===== src/rtl/mem_access_ctrl.sv =====
// LC-3 memory-access sequencer: steps MAR select/load, MDR capture and the memory
// enable/write strobes for one request, with a bounded wait on mem_rdy.
module mem_access_ctrl #(
  parameter int TIMEOUT = 15,
  parameter int CW      = 8
) (
  input  logic clk,
  input  logic reset,
  input  logic req,
  input  logic rw,
  input  logic vec,
  input  logic mem_rdy,
  output logic selMAR,
  output logic ldMAR,
  output logic ldMDR,
  output logic selMDR,
  output logic memEN,
  output logic memWE,
  output logic busy,
  output logic done,
  output logic err
);

  typedef enum logic [2:0] {
    IDLE = 3'd0,
    MAR  = 3'd1,
    ACC  = 3'd2,
    CAP  = 3'd3,
    DONE = 3'd4
  } stateT;

  localparam logic [CW-1:0] LAST_WAIT = CW'(TIMEOUT - 1);

  stateT         stateReg, stateNext;
  logic [CW-1:0] cntReg, cntNext;
  logic          rwReg, rwNext;
  logic          vecReg, vecNext;
  logic          errReg, errNext;

  always_ff @(posedge clk) begin
    if (reset) begin
      stateReg <= IDLE;
      cntReg   <= '0;
      rwReg    <= 1'b0;
      vecReg   <= 1'b0;
      errReg   <= 1'b0;
    end else begin
      stateReg <= stateNext;
      cntReg   <= cntNext;
      rwReg    <= rwNext;
      vecReg   <= vecNext;
      errReg   <= errNext;
    end
  end

  always_comb begin
    stateNext = stateReg;
    cntNext   = cntReg;
    rwNext    = rwReg;
    vecNext   = vecReg;
    errNext   = errReg;
    selMAR    = 1'b0;
    ldMAR     = 1'b0;
    ldMDR     = 1'b0;
    selMDR    = 1'b0;
    memEN     = 1'b0;
    memWE     = 1'b0;
    busy      = 1'b0;
    done      = 1'b0;
    err       = 1'b0;

    case (stateReg)
      IDLE: begin
        if (req) begin
          rwNext    = rw;
          vecNext   = vec;
          stateNext = MAR;
        end
      end

      MAR: begin
        busy   = 1'b1;
        selMAR = vecReg;
        ldMAR  = 1'b1;
        // Writes grab the store data from the bus while the address is loaded.
        if (rwReg) begin
          ldMDR  = 1'b1;
          selMDR = 1'b0;
        end
        cntNext   = '0;
        stateNext = ACC;
      end

      ACC: begin
        busy   = 1'b1;
        selMAR = vecReg;
        memEN  = 1'b1;
        memWE  = rwReg;
        // A ready in the last allowed cycle still wins over the timeout.
        if (mem_rdy) begin
          if (rwReg) begin
            errNext   = 1'b0;
            stateNext = DONE;
          end else begin
            stateNext = CAP;
          end
        end else if (cntReg == LAST_WAIT) begin
          errNext   = 1'b1;
          stateNext = DONE;
        end else begin
          cntNext = cntReg + CW'(1);
        end
      end

      CAP: begin
        busy      = 1'b1;
        selMAR    = vecReg;
        memEN     = 1'b1;
        ldMDR     = 1'b1;
        selMDR    = 1'b1;
        errNext   = 1'b0;
        stateNext = DONE;
      end

      DONE: begin
        busy      = 1'b1;
        selMAR    = vecReg;
        done      = 1'b1;
        err       = errReg;
        stateNext = IDLE;
      end

      default: stateNext = IDLE;
    endcase
  end

endmodule


===== config.mk =====
export PLATFORM = sky130hd
export DESIGN_NAME = mem_access_ctrl
export DESIGN_NICKNAME = d
export VERILOG_FILES = /design/src/rtl/mem_access_ctrl.sv
export SDC_FILE = /design/constraint.sdc
export NUM_CORES = 1
export LEC_CHECK = 0
export ABC_AREA = 1
export CAP_MARGIN = 25
export CORE_MARGIN = 2
export CORE_UTILIZATION = 40
export DETAILED_ROUTE_END_ITERATION = 8
export PLACE_DENSITY = 0.63
export SLEW_MARGIN = 20
export SYNTH_ARGS = -nofsm -noshare
export SYNTH_HDL_FRONTEND = slang
export SYNTH_SLANG_ARGS = --single-unit

===== constraint.sdc =====
create_clock -name clk -period 2.75 [get_ports clk]
set_input_delay 0.275 -clock clk [delete_from_list [all_inputs] [get_ports clk]]
set_output_delay 0.275 -clock clk [all_outputs]
set_load 0.01 [all_outputs]

==> results.yml, run 1 <==
clock_network:
  cts_buffer_depth: 2
  htree_levels: 1
  cts_tree: "yes"
  clockRootBuffer: "clkbuf_4"
  clk_pin_slew_ns: 0.09
  post_cts_resized: 0
  clock-sinks: 14
  post_cts_buffers: 0
  cts_buffers: 3
  holdBufCountCts: 0
  clock_latency_ns: 0.28
sta:
  hold_slack_ns: 0.464
  timing.final.ws_setup_ns: 0.824
  tightest_slew_ns: 0.381
  relSlewSlack_pct: 74.5
  rsz0062_at_grt: "no"
  finalSetupViolCount: 0
  fmax_ghz: 0.519
  slew_violations: 0
  setup-tns-final_ns: 0
  clock_skew_ns: 0.00909
  hold_violations: 0
  fin_crit_sh_pct: 70.0
  min_period_ns: 1.93
placed_design:
  dpl.hpwl_mm: 1.38
  port_buffers: 14
  post-place-cells: 165
  placed_cell_area_um2: 955
  gp_congestion: 0.757
  place_ws_ns: 1.14
power_and_ir_drop:
  power_density_nw_per_um2: 654
  power_frac_seq_pct: 37.5
  max-vdd-ir-drop_mv: 0.408
  switchingPower_uw: 238
  combPwrFrac_pct: 39.8
  p_leak_uw: 0.000401
  p_int_uw: 411
  swShare_pct: 36.7
  clock_power_share_pct: 22.7
worst_setup_path:
  cp.buffers_inverters: 3
  r2r-start: "cntReg[0]"
  crit_type: "flip-flop to output pin"
  cp_max_fo: 7
  worstSetupStartpointType: "flip-flop"
  cp-end-kind: "output pin"
  cpMostUsedCell: "inv_1"
  arrival_ns: 1.65
  reg2reg_to: "cntReg[3]"
  slowest_delay_ns: 0.54
  cpLargestDelayFamily: "buffers and inverters"
  timing.reg2reg.setup_slack_ns: 1.29
  worstRegToRegCells: 9
  slowest_stage: "clkdlybuf4s50_1"
  worstPathRequired_ns: 2.48
  worstPathCellList: "inv_1 > nand3_1 > inv_1 > clkdlybuf4s50_1"
synthesis:
  synthCells: 126
  yosys.area_share.simple_pct: 38.1
  synth.most_common_cell: "nand2_1"
  synth_top_area_cell: "dfxtp_1"
  ys_types: 20
  yosysWarnings: 0
  synthMuxAreaShare_pct: 0
  synth_top_family_by_area: "simple AND/OR/NAND/NOR gates"
  synthTopCellsByCount: "30 x nand2_1, 17 x nor2_1, 16 x inv_1, 14 x dfxtp_1, 14 x nand3_1"
  synth_ff_type: "dfxtp_1"
  synth-edff-count: 0
  syn-num-nets: 134
  synth-xor-area-share_pct: 1.10
  ys_async_sr_fraction_pct: 0
  synth_fa_ha_area_share_pct: 3.14
  syn_avg_cell_area_um2: 6.32
  ys_seq_elements: 14
  seq_area_frac_synth_pct: 35.2
  synth_compound_area_share_pct: 11.6
  synth_area_leaders: "dfxtp_1 35%, nand2_1 14%, nand3_1 8.8%"
  netlist_area_um2: 796
  synth_top_area_share_pct: 35.2
hold_path:
  min_from: "vecReg"
  whs_endpoint: "vecReg"
  holdPathStages: 2
  hold_path.class: "flip-flop to flip-flop"
cells_and_area:
  stdcell_count: 169
  diodes: 0
  layout.nets: 151
  area_growth_pct: 24.5
  layout-drive-gt1-share_pct: 7.75
  final_area_um2: 991
route:
  viasPerCell: 4.85
  antenna_left: 0
  first_pass_iters: 4
  num_vias: 820
  remaining_drc_errors: 0
  wl_per_cell_um: 10.4
  first_iter_violations: 19
  wl_mm: 1.76
floorplan:
  die_w_um: 48.6
  design.core.area_um2: 1920
  num_io_pins: 15
  die_h_um: 48.6
  start_util_pct: 41.4
  die-area_um2: 2360
  rows: 16
outcome:
  status: "finished clean"
job:
  max-cap-violations: 0
global_route:
  grt_use_total_pct: 17.1
  grt_overflow: 0
  grt_max_degree: 14
  grt_pass1_vias: 754
  antenna_found_initial: 0
  grt_pass1_wl_mm: 3.24
## how the worst max path moves through the flow
stage,from,endpoint,slack [ns],cells after the start
floorplan,cntReg[0],cntReg[6],1.56,10
global placement,stateReg[0],selMAR,1.16,4
detailed placement,stateReg[0],selMAR,1.14,4
CTS,stateReg[0],selMAR,0.83,4
global route,stateReg[1],ldMAR,0.66,4
finish,stateReg[1],ldMAR,0.82,4
## area by class of cell
| type | instances | area, um^2 |
|---|---|---|
| clock buffers | 4 | 36.3 |
| multi-input cells | 91 | 429 |
| well taps | 27 | 33.8 |
| repair buffers | 14 | 140 |
| fillers | 198 | 931 |
| inverters | 19 | 71.3 |
| flip-flops and latches | 14 | 280 |
## worst register-to-register path: stages (launching register included)
cell	delay, ns
dfxtp_1	0.39
inv_1	0.08
ha_1	0.19
nand2_1	0.06
nor2_1	0.04
nand2_1	0.08
nand2_2	0.16
nand2_2	0.18
nand2_1	0.07
a21oi_1	0.14
## logic make-up (layout without fill, tap and decap cells)
group,count (synthesis),after routing
adders and majority gates,2,2
DFF,14,14
buffers and inverters,21,37
AOI/OAI and AO/OA,18,18
and+or+nand+nor,70,70
xor gates and xnor gates,1,1
## power by group through the flow
| stage | clock network, uW | registers (uW) | logic (uW) |
|---|---|---|---|
| 6_report | 147 | 243 | 258 |
| 5_1_grt | 163 | 247 | 294 |
| 4_1_cts | 152 | 242 | 258 |
| 3_5_place_dp | 0 | 247 | 256 |
| 3_3_place_gp | 0 | 247 | 258 |
| 2_1_floorplan | 0 | 244 | 168 |
## per-stage QoR
stage	utilization, %	power [uW]
2_1_floorplan	-	412
6_report	51.6	648
3_5_place_dp	49.7	503
5_1_grt	51.6	704
4_1_cts	51.6	653
3_3_place_gp	49.7	504
## state kept, by name, indices dropped and copies added, names as in the netlist
register / count
cntReg: 8
errReg: 1
vecReg: 1
rwReg: 1
stateReg: 3
## cell usage in the layout (no fill, tap or decap), types with 2 or more instances in the layout
cell type        count
nand2_2              2
inv_2                3
nor2_1              17
clkbuf_4             3
a31oi_1              2
a21oi_1             13
ha_1                 2
dfxtp_1             14
o21ai_0              2
nand3_1             14
clkdlybuf4s50_1     14
nand2_1             30
nor3_1               3
inv_1               16
## per-layer routing
layer | global-route usage (%) | vias to the layer above | wire (um)
li1 | - | 437 | -
met1 | 23.9 | 357 | 840
met2 | 28.1 | 24 | 827
met3 | 2.16 | 2 | 80
met4 | 4.29 | 0 | 9
met5 | 0 | - | 0
Power figures use the tool's default switching activity.
==> run 2, diff against run 1 <==
==> constraint.sdc (replaced) <==
create_clock -name clk -period 2 [get_ports clk]
set_input_delay 0.2 -clock clk [delete_from_list [all_inputs] [get_ports clk]]
set_output_delay 0.2 -clock clk [all_outputs]
set_load 0.01 [all_outputs]
==> run 2 against run 1 <==
Utilization increased by 0.65 points. Flip-flop and latch count unchanged. Largest cell class unchanged. Sequential power is 38% higher. Total power is 40% higher. Die area unchanged. Worst setup slack worse by 0.69 ns. Global-route usage up 1.3 points. Via count is 1.5% higher. Sequential share of layout area decreased by 0.35 points. First-iteration DRC count decreased by 26%.
==> results.yml, run 2 (synthesized netlist as in run 1, its figures left out) <==
worst_setup_path:
  worstPathRequired_ns: 1.80
  cp-end-kind: "output pin"
  worstRegToRegCells: 9
  arrival_ns: 1.67
  worstSetupStartpointType: "flip-flop"
  slowest_delay_ns: 0.55
  crit_type: "flip-flop to output pin"
  worstPathCellList: "inv_1 > nand3_1 > a31oi_1 > clkdlybuf4s50_1"
  cp_max_fo: 4
  slowest_stage: "clkdlybuf4s50_1"
sta:
  finalSetupViolCount: 0
  slew_violations: 0
  fmax_ghz: 0.536
  rsz0062_at_grt: "no"
  tightest_slew_ns: 0.338
  setup-tns-final_ns: 0
  relSlewSlack_pct: 77.3
  min_period_ns: 1.87
  fin_crit_sh_pct: 93.3
  hold_slack_ns: 0.467
  clock_skew_ns: 0.00335
  hold_violations: 0
clock_network:
  cts_buffers: 3
  clock-sinks: 14
  clock_latency_ns: 0.28
  cts_buffer_depth: 2
  post_cts_resized: 0
  holdBufCountCts: 0
  clockRootBuffer: "clkbuf_4"
  cts_tree: "yes"
  clk_pin_slew_ns: 0.09
  htree_levels: 1
  post_cts_buffers: 0
route:
  wl_mm: 1.87
  first_iter_violations: 14
  remaining_drc_errors: 0
  antenna_left: 0
  viasPerCell: 4.89
  wl_per_cell_um: 11.0
  num_vias: 832
  first_pass_iters: 4
floorplan:
  rows: 16
  start_util_pct: 41.4
  die_w_um: 48.6
  die_h_um: 48.6
  design.core.area_um2: 1920
  num_io_pins: 15
  die-area_um2: 2360
cells_and_area:
  largest_reg_flops: 8
  area_growth_pct: 26.1
  layout-drive-gt1-share_pct: 9.09
  regMostFlops: "cntReg"
  diodes: 0
  layout.nets: 152
  reg_top3: "cntReg (8), stateReg (3)"
  layout.cells.most_common_list: "30 x nand2_1, 17 x nor2_1, 16 x inv_1"
  final_common_cell: "nand2_1"
job:
  max-cap-violations: 0
global_route:
  grt_use_total_pct: 18.4
  grt_overflow: 0
  grt_pass1_vias: 804
  grt_max_degree: 14
  antenna_found_initial: 0
  grt_pass1_wl_mm: 3.45
power_and_ir_drop:
  max-vdd-ir-drop_mv: 0.659
  p_leak_uw: 0.000408
  power_density_nw_per_um2: 905
hold_path:
  hold_path.class: "flip-flop to flip-flop"
  holdPathStages: 2
placed_design:
  port_buffers: 14
  dpl.hpwl_mm: 1.43
  gp_congestion: 0.822
outcome:
  status: "finished clean"
run 2: cell types whose count changed in the layout (fill, tap and decap cells not counted):
cell     change
nand3_2      +1
nand3_1      -1
buf_4        +1
run 2: area by class of cell:
type                       count  area [um^2]
multi-input combinational     91          434
fill                         211          918
clock buffer                   4         36.3
inverter                      19         71.3
tap                           27         33.8
timing repair buffer          15          148
sequential                    14          280
run 2: final timing paths:
kind / start / endpoint / slack [ns]
hold reg to reg: vecReg / vecReg / 0.47
hold / removal: vecReg / vecReg / 0.47
setup / recovery: stateReg[1] / selMAR / 0.13
setup reg to reg: cntReg[0] / cntReg[3] / 0.54
run 2: worst max-delay path, delay by kind of cell (launching register included):
| kind | cells | cell delay [ns] |
|---|---|---|
| buf+inv | 2 | 0.68 |
| simple gates | 1 | 0.18 |
| compound gates | 1 | 0.17 |
| flops | 1 | 0.35 |
run 2: metal layers:
metal / share of wire [%] / vias up / wire length [um] / track usage, %
met1: 47 / 364 / 881 / 22.4
li1: - / 436 / - / -
met4: 3.7 / 0 / 70 / 10.0
met5: 0 / - / 0 / 0
met2: 45 / 22 / 848 / 30.4
met3: 3.7 / 10 / 69 / 3.70
run 2: stage by stage:
step	setup slack, ns	utilization [%]	area, um^2	power (uW)	cells
finish	0.135	52.2	1000	908	170
detailed placement	0.445	50.1	962	702	166
floorplan	0.812	-	796	566	126
global route	0.0120	52.2	1000	984	170
CTS	0.121	52.0	998	911	170
global placement	0.494	50.1	962	694	166
run 2: report_power, final:
group	leakage, uW	switching, uW	internal [uW]
clock	0.0000210	97.3	111
combinational	0.000273	216	148
sequential	0.000114	25.9	310
total	0.000408	340	568
